[src/rtl/interrupt_controller_pkg.sv]
// Shared CPU interrupt constants: line indices, debounce counter width and
// default debounce depth, plus the saturating counter step used by each line.
package interrupt_controller_pkg;

    localparam int LINE_ONE         = 0;
    localparam int LINE_TWO         = 1;
    localparam int NUM_LINES        = 2;
    localparam int CNT_W            = 4;
    localparam int DEBOUNCE_DEFAULT = 4;

    // Counter restarts whenever the synchronized level drops.
    function automatic logic [CNT_W-1:0] cnt_next(input logic lvl,
                                                  input logic [CNT_W-1:0] cnt,
                                                  input logic [CNT_W-1:0] sat);
        if (!lvl)
            return '0;
        if (cnt == sat)
            return cnt;
        return cnt + 1'b1;
    endfunction

endpackage

[src/rtl/interrupt_controller_if.sv]
// Request/acknowledge/return handshake between the interrupt controller and
// the downstream exception unit.
interface interrupt_controller_if;

    logic interrupt_or_not_one;
    logic interrupt_or_not_two;
    logic ack_one;
    logic ack_two;
    logic eret;

    modport master (
        output interrupt_or_not_one,
        output interrupt_or_not_two,
        input  ack_one,
        input  ack_two,
        input  eret
    );

    modport slave (
        input  interrupt_or_not_one,
        input  interrupt_or_not_two,
        output ack_one,
        output ack_two,
        output eret
    );

endinterface

[src/rtl/interrupt_controller_irq_line_filter.sv]
// One external request line: 2-flop synchronizer, saturating debounce counter
// and a single-cycle event when the counter first reaches DEBOUNCE.
module irq_line_filter
    import interrupt_controller_pkg::*;
#(
    parameter int DEBOUNCE = DEBOUNCE_DEFAULT
) (
    input  logic clk,
    input  logic rst,
    input  logic irq_async,
    output logic irq_event
);

    localparam logic [CNT_W-1:0] SAT = CNT_W'(DEBOUNCE);
    localparam logic [CNT_W-1:0] ARM = CNT_W'(DEBOUNCE - 1);

    logic             sync1_q, sync1_d;
    logic             sync2_q, sync2_d;
    logic [CNT_W-1:0] cnt_q, cnt_d;

    always_ff @(posedge clk or posedge rst) begin
        if (rst) begin
            sync1_q <= 1'b0;
            sync2_q <= 1'b0;
            cnt_q   <= '0;
        end else begin
            sync1_q <= sync1_d;
            sync2_q <= sync2_d;
            cnt_q   <= cnt_d;
        end
    end

    // First flop output feeds only the second flop.
    always_comb begin
        sync1_d   = irq_async;
        sync2_d   = sync1_q;
        cnt_d     = cnt_next(sync2_q, cnt_q, SAT);
        irq_event = sync2_q && (cnt_q == ARM);
    end

endmodule

[src/rtl/interrupt_controller.sv]
// Two-line prioritized interrupt controller: debounced events latch into
// pending, are acked into in_service, and unwind one nesting level per eret.
module interrupt_controller
    import interrupt_controller_pkg::*;
#(
    parameter int DEBOUNCE = DEBOUNCE_DEFAULT
) (
    input  logic                       clk,
    input  logic                       rst,
    input  logic [NUM_LINES-1:0]       irq_ext,
    input  logic [NUM_LINES-1:0]       int_mask,
    interrupt_controller_if.master     exc,
    output logic [NUM_LINES-1:0]       pending,
    output logic [NUM_LINES-1:0]       in_service,
    output logic [NUM_LINES-1:0]       overrun
);

    logic [NUM_LINES-1:0] evt;
    logic [NUM_LINES-1:0] req, grant, after_eret;
    logic [NUM_LINES-1:0] pending_q, pending_d;
    logic [NUM_LINES-1:0] in_service_q, in_service_d;
    logic [NUM_LINES-1:0] overrun_q, overrun_d;

    for (genvar i = 0; i < NUM_LINES; i++) begin : g_line
        irq_line_filter #(.DEBOUNCE(DEBOUNCE)) u_filter (
            .clk       (clk),
            .rst       (rst),
            .irq_async (irq_ext[i]),
            .irq_event (evt[i])
        );
    end

    always_ff @(posedge clk or posedge rst) begin
        if (rst) begin
            pending_q    <= '0;
            in_service_q <= '0;
            overrun_q    <= '0;
        end else begin
            pending_q    <= pending_d;
            in_service_q <= in_service_d;
            overrun_q    <= overrun_d;
        end
    end

    always_comb begin
        req                = '0;
        req[LINE_TWO]      = pending_q[LINE_TWO] & int_mask[LINE_TWO] & ~in_service_q[LINE_TWO];
        // Line one waits while line two is being handled: no preemption of two.
        req[LINE_ONE]      = pending_q[LINE_ONE] & int_mask[LINE_ONE] & ~in_service_q[LINE_ONE]
                           & ~in_service_q[LINE_TWO];
        grant              = '0;
        grant[LINE_ONE]    = exc.ack_one & req[LINE_ONE];
        grant[LINE_TWO]    = exc.ack_two & req[LINE_TWO];

        // Return is resolved against the pre-ack nesting, then the ack is layered on.
        after_eret = in_service_q;
        if (exc.eret) begin
            if (in_service_q[LINE_TWO])
                after_eret[LINE_TWO] = 1'b0;
            else
                after_eret[LINE_ONE] = 1'b0;
        end
        in_service_d = after_eret | grant;

        // A fresh event in the ack cycle re-arms pending instead of counting as overrun.
        pending_d = evt | (pending_q & ~grant);
        overrun_d = overrun_q | (evt & pending_q & ~grant);
    end

    assign exc.interrupt_or_not_one = req[LINE_ONE];
    assign exc.interrupt_or_not_two = req[LINE_TWO];
    assign pending                  = pending_q;
    assign in_service               = in_service_q;
    assign overrun                  = overrun_q;

endmodule
[src/flat_wrapper.sv]
// flat-port wrapper written by rule: the top's interface ports become plain ports
module interrupt_controller_flat import interrupt_controller_pkg::*;
#(
    parameter int DEBOUNCE = DEBOUNCE_DEFAULT
)
  (clk, rst, irq_ext, int_mask, pending, in_service, overrun, exc_interrupt_or_not_one, exc_interrupt_or_not_two, exc_ack_one, exc_ack_two, exc_eret);
  interrupt_controller_if exc_i ();
  input  logic clk;
  input  logic rst;
  input  logic [NUM_LINES-1:0] irq_ext;
  input  logic [NUM_LINES-1:0] int_mask;
  output logic [NUM_LINES-1:0] pending;
  output logic [NUM_LINES-1:0] in_service;
  output logic [NUM_LINES-1:0] overrun;
  output wire logic [$bits(exc_i.interrupt_or_not_one)-1:0] exc_interrupt_or_not_one;
  output wire logic [$bits(exc_i.interrupt_or_not_two)-1:0] exc_interrupt_or_not_two;
  input wire logic [$bits(exc_i.ack_one)-1:0] exc_ack_one;
  input wire logic [$bits(exc_i.ack_two)-1:0] exc_ack_two;
  input wire logic [$bits(exc_i.eret)-1:0] exc_eret;
  assign exc_interrupt_or_not_one = exc_i.interrupt_or_not_one;
  assign exc_interrupt_or_not_two = exc_i.interrupt_or_not_two;
  assign exc_i.ack_one = exc_ack_one;
  assign exc_i.ack_two = exc_ack_two;
  assign exc_i.eret = exc_eret;
  interrupt_controller #(.DEBOUNCE(DEBOUNCE)) u_core (.clk(clk), .rst(rst), .irq_ext(irq_ext), .int_mask(int_mask), .exc(exc_i), .pending(pending), .in_service(in_service), .overrun(overrun));
endmodule
[config.mk]
export PLATFORM = sky130hd
export DESIGN_NAME = interrupt_controller_flat
export DESIGN_NICKNAME = d
export VERILOG_FILES = /design/src/rtl/interrupt_controller_pkg.sv /design/src/rtl/interrupt_controller_if.sv /design/src/rtl/interrupt_controller_irq_line_filter.sv /design/src/rtl/interrupt_controller.sv /design/src/flat_wrapper.sv
export SDC_FILE = /design/constraint.sdc
export NUM_CORES = 1
export LEC_CHECK = 0
export BUFFER_PORTS_ARGS = -buffer_cell sky130_fd_sc_hd__buf_2
export CORE_UTILIZATION = 55
export CTS_CLUSTER_SIZE = 25
export DETAILED_ROUTE_END_ITERATION = 10
export GPL_TIMING_DRIVEN = 0
export HOLD_SLACK_MARGIN = 0.02
export PLACE_DENSITY_LB_ADDON = 0.05
export SYNTH_ARGS = -nofsm -noshare
export SYNTH_HDL_FRONTEND = slang
export SYNTH_SLANG_ARGS = --single-unit
[constraint.sdc]
create_clock -name clk -period 1.9 [get_ports clk]
set_clock_uncertainty 0.05 [all_clocks]
set_input_delay 0.285 -clock clk [delete_from_list [all_inputs] [get_ports clk]]
set_output_delay 0.285 -clock clk [all_outputs]
set_load 0.01 [all_outputs]
# Yosys cells after proc, flatten, opt, wreduce, memory -nomap -nowiden
# Index checks and enable logic that the tools add are counted.
dict set report word_totals {
  wordCells 49
  reg_bits 18
}
dict set report op_classes {
  addsub 2
  bitwise 16
  mux 14
  eq_ne 6
  n_reduce_logical 2
}
# operator count
set op_table {}
lappend op_table {{2-to-1 mux 4 bit} 8}
lappend op_table {{adder 4 x 1 -> 4 bit (second input constant)} 2}
lappend op_table {{== test 4 x 2 -> 1 bit (second input constant)} 2}
lappend op_table {{== test 4 x 3 -> 1 bit (second input constant)} 2}
lappend op_table {{AND 1 bit} 7}
lappend op_table {{AND 2 bit} 3}
lappend op_table {{!= test 3 bit (second input constant)} 2}
lappend op_table {{bitwise OR 2 bit} 3}
lappend op_table {{2-to-1 mux 1 bit} 5}
lappend op_table {{logical AND 1 bit} 2}
lappend op_table {{2-to-1 mux 2 bit} 1}
lappend op_table {{NOT 1 bit} 2}
lappend op_table {{NOT 2 bit} 1}

# Depth between registers and ports, before layout
dict set report logic_depth {
  depth_word 7
  ltp_mapped 5
}

# Cells and area by module
# Synthesis repeated with hierarchy kept, for this count alone.
dict set report hier_totals {
  hier_cells 75
  hier_area_um2 837.1
}
# mod cells_per_inst seq_area_each_um2 instances area_each_um2
set by_module_without_submodules {}
lappend by_module_without_submodules {irq_line_filter 27 150.1 2 287.8}
lappend by_module_without_submodules {interrupt_controller 21 150.1 1 261.5}

# Worst setup path after synthesis
# No wires, ideal clock.
dict set report synth_path {
  path_type {register to register}
  from {register u_core.g_line[0].u_filter.cnt_q[0]}
  to {register u_core.g_line[0].u_filter.cnt_q[0]}
  setup_slack_ps 710
  synth_period_minus_slack_ps 1190
  stages_incl_launch_ff 6
  arrival_time_ps 1021
  required_time_ps 1731
  path_cell_list {dfrtp_1 -> inv_1 -> ha_1 -> nand3b_4 -> xnor2_1 -> and2_1}
}
dict set report synth_between {
  elab_chain_cells 5
  elab_cells_between_ends 7
}
# element line_no
set synth_rtl {}
lappend synth_rtl {{from (decl)} interrupt_controller_irq_line_filter.sv:19} ;# logic [CNT_W-1:0] cnt_q, cnt_d;
lappend synth_rtl {{from (signal assigned)} interrupt_controller_irq_line_filter.sv:29} ;# cnt_q <= cnt_d;
lappend synth_rtl {{== test 4 x 3 -> 1 bit} interrupt_controller_pkg.sv:17} ;# if (cnt == sat)
lappend synth_rtl {{2-to-1 mux 1 bit (2 in series)} interrupt_controller_pkg.sv:17}
lappend synth_rtl {{2-to-1 mux 4 bit} interrupt_controller_pkg.sv:19} ;# return cnt + 1'b1;
lappend synth_rtl {{2-to-1 mux 4 bit} interrupt_controller_pkg.sv:17}
# Parallel ways exist; a longest one is shown, timed or not. The select of a mux whose other input is x is not followed.
# A chain may end at the register's enable or synchronous reset.

# Worst setup path in the final report
dict set report layout_path {
  from {register u_core.in_service_q[1], in the netlist u_core.in_service[1]}
  to {output port exc_interrupt_or_not_one}
}
dict set report layout_between {
  elab_chain_cells 2
}
# element line_no
set layout_rtl {}
lappend layout_rtl {{from (decl)} interrupt_controller.sv:21} ;# logic [NUM_LINES-1:0] in_service_q, in_service_d;
lappend layout_rtl {{from (signal assigned)} interrupt_controller.sv:40} ;# in_service_q <= in_service_d;
lappend layout_rtl {{NOT 1 bit} interrupt_controller.sv:50} ;# & ~in_service_q[LINE_TWO];
lappend layout_rtl {{AND 1 bit} interrupt_controller.sv:50}
lappend layout_rtl {{to (decl)} flat_wrapper.sv:15} ;# output wire logic [$bits(exc_i.interrupt_or_not_one)-1:0] exc_interrupt_or_not_one;
# No other way between the ends.

==> out/qor.csv <==
stage,metric,value,unit
status,status,finished clean,
clock_tree,CTS buffer count,3,
setup_path,Worst setup SP type,flop,
final_layout,Fill cells,108,
logic_synthesis,Mapped Cells,69,
timing,Final Critical Period,1.46,ns
global_route,GR Overflow Total,0,
clock_tree,CTS tree,yes,
timing,max-slew violations,0,
clock_tree,root buffer cell,clkbuf_4,
power_and_ir_drop,Power Dens Cells,947,nW/um^2
final_layout,post-route cell area,967,sq um
logic_synthesis,post-synthesis cell type count,20,
place,IO buf count,16,
power_and_ir_drop,Sw Pwr,0.261,mW
final_layout,Layout area overhead,17.7,%
setup_path,"slowest stage delay, CP",0.43,ns
place,GPL Wtd Cong,0.680,
power_and_ir_drop,sequential group share of total power,52.6,%
clock_tree,later-pin clock latency in the skew report,0.29,ns
setup_path,crit path DAT,1.13,ns
power_and_ir_drop,Net Sw Frac,28.5,%
drt,wire length per cell,11.8,um
global_route,first-pass GRT wire length,1790,um
floorplanning,die span in y,40.7,um
drt,ANT nets after route,0,
global_route,initial antenna violation count,0,
place,Placed Area,921,sq um
drt,DRT Pass-1 Iters,2,
power_and_ir_drop,Pint,0.655,mW
floorplanning,die area,1650,sq um
logic_synthesis,post-synthesis sequential area ratio,54.8,%
global_route,largest net degree at the start of global routing,19,
setup_path,slowest cell on the critical path,dfrtp_1,
logic_synthesis,Mapped Area,822,sq um
logic_synthesis,net count after synthesis,82,
timing,fin crit share,77.0,%
setup_path,crit path cell chain,"and4bb_1, buf_2",
floorplanning,Initial Util,60.9,%
clock_tree,clk slew on worst S/H paths,0.10,ns
drt,vias per inst,5.18,
hold_path,HP Class,in2async,
clock_tree,CTS Sinks,18,
logic_synthesis,number of synthesized register bits,18,
setup_path,"Req. time, crit path",1.56,ns
clock_tree,setup repair bufs after CTS,0,
floorplanning,Row Count,13,
power_and_ir_drop,IR Drop Worst-Case VDD,0.528,mV
clock_tree,CTS Buffer Depth,2,
setup_path,worst-path maximum fanout,6,
timing,Max Freq,683,MHz
power_and_ir_drop,Final Power,0.916,mW
timing,endpoints failing setup,0,
final_layout,# diodes,0,
power_and_ir_drop,Lkg Pwr,0.542,nW
floorplanning,io pins,17,
clock_tree,htree depth,1,
place,DPL Wire Length,933,um
timing,RSZ-0062 raised after global routing,false,
timing,final hold vios,0,
final_layout,share of layout cells above drive strength 1,24.4,%
timing,Tightest Pin Transition,0.664,ns
logic_synthesis,Yosys warning total,0,
setup_path,crit end category,output port,
floorplanning,CORE AREA,1350,sq um
final_layout,Nets,104,
drt,Post-route DRC,0,
timing,TNS Setup,0,ns
power_and_ir_drop,Logic pwr share,22.2,%
flow_run,Max Cap Violations,0,
drt,final WL,1240,um
drt,Iter 0 DRT Violations,4,
power_and_ir_drop,Clk pwr share,25.1,%
logic_synthesis,mean post-synth cell area,11.9,sq um
global_route,vias in the first global route,433,
floorplanning,Die W,40.7,um
global_route,Total Routing Usage GR,17.9,%
drt,DR vias,544,
timing,Max-slew headroom,55.7,%
setup_path,Setup CP Type,reg2out,
placed cells by master (no fill, tap or decap), types with 4 or more instances in the layout:
| cell type | Yosys | routed |
|---|---|---|
| mux2i_1 | 4 | 4 |
| ha_1 | 4 | 4 |
| nand2_1 | 6 | 6 |
| nor2b_1 | 4 | 4 |
| dfrtp_1 | 18 | 18 |
| buf_2 | 0 | 16 |
| inv_1 | 6 | 6 |
cells in the mapped netlist (all sizes together):
master	number	area (sq um)
mux2i	4	40.0
a31oi	2	12.5
and4bb	1	12.5
nand2	6	22.5
ha	4	50.1
nor2b	4	25.0
o21ai	3	15.0
nand3	3	15.0
inv	6	22.5
dfrtp	18	450
and3b	1	8.76
nand2b	2	12.5
and2	2	12.5
a22o	1	8.76
nand4bb	2	22.5
o21bai	2	15.0
nor2	3	11.3
nand3b	3	47.6
xnor2	2	17.5
logic make-up after synthesis:
kind of cell	after synthesis	share of synthesized area (%)
xor+xnor	2	2.13
buf+inv	6	2.74
fa+ha+maj	4	6.09
mux	4	4.87
simple gates	27	23.1
flops	18	54.8
compound gates	8	6.24
metal layers:
| layer | share of wire [%] | global-route usage (%) |
|---|---|---|
| met1 | 48 | 21.1 |
| met2 | 47 | 29.4 |
| met3 | 4.5 | 8.15 |
| met4 | 0.88 | 5.00 |
| met5 | 0 | 0 |
worst max-delay path: cells and delay by family (launching register included):
| family | cells | cell delay, ns |
|---|---|---|
| buffers and inverters | 1 | 0.13 |
| DFF | 1 | 0.43 |
| and+or+nand+nor | 1 | 0.28 |
timing repair:
item / in CTS / in global routing
gates resized for setup: 0 / 0
hold buffers: 0 / 1
hold endpoints to repair: 0 / 1
metrics by stage:
| step | hold WS, ns | utilization, % | worst slack (ns) | cells |
|---|---|---|---|---|
| 2_1_floorplan | 0.174 | - | 0.710 | 69 |
| 3_3_place_gp | 0.285 | 68.2 | 0.649 | 100 |
| 3_5_place_dp | 0.285 | 68.2 | 0.620 | 100 |
| 4_1_cts | 0.0301 | 70.9 | 0.433 | 104 |
| 5_1_grt | 0.0243 | 71.6 | 0.372 | 105 |
| 6_report | 0.0231 | 71.6 | 0.437 | 105 |
state kept, by name, summed over array words and instances (netlist names):
register / flops
u_core.g_line.u_filter.sync1_q: 2
u_core.in_service: 2
u_core.overrun: 2
u_core.g_line.u_filter.cnt_q: 8
u_core.g_line.u_filter.sync2_q: 2
u_core.pending: 2
power by group through the flow:
stage               clock [mW]  sequential, mW  combinational, mW
global placement             0           0.484              0.197
CTS                      0.238           0.484              0.206
detailed placement           0           0.491              0.205
global route             0.253           0.494              0.231
floorplan                    0           0.498              0.120
finish                   0.230           0.482              0.204
cell type report:
cell class	instances	area, sq um	area share, %
sequential	18	450	46.6
inverter	6	22.5	2.33
multi-input combinational	45	349	36.1
tap	15	18.8	1.94
timing repair buffer	17	90.1	9.31
clock buffer	4	36.3	3.75
worst paths after layout:
| kind | start | to | slack [ns] | cells after the start |
|---|---|---|---|---|
| setup / recovery | u_core.in_service[1] | exc_interrupt_or_not_one | 0.44 | 2 |
| hold / removal | rst | u_core.in_service[0] | 0.02 | 2 |
| setup reg to reg | u_core.g_line[0].u_filter.cnt_q[0] | u_core.g_line[0].u_filter.cnt_q[0] | 0.61 | 5 |
| hold reg to reg | u_core.g_line[1].u_filter.sync1_q | u_core.g_line[1].u_filter.sync2_q | 0.31 | 0 |
| max in group asynchronous | rst | u_core.g_line[0].u_filter.sync1_q | 1.36 | 2 |
| min in group clk | irq_ext[1] | u_core.g_line[1].u_filter.sync1_q | 0.04 | 1 |
No activity file was read; power rests on OpenSTA's default activity.
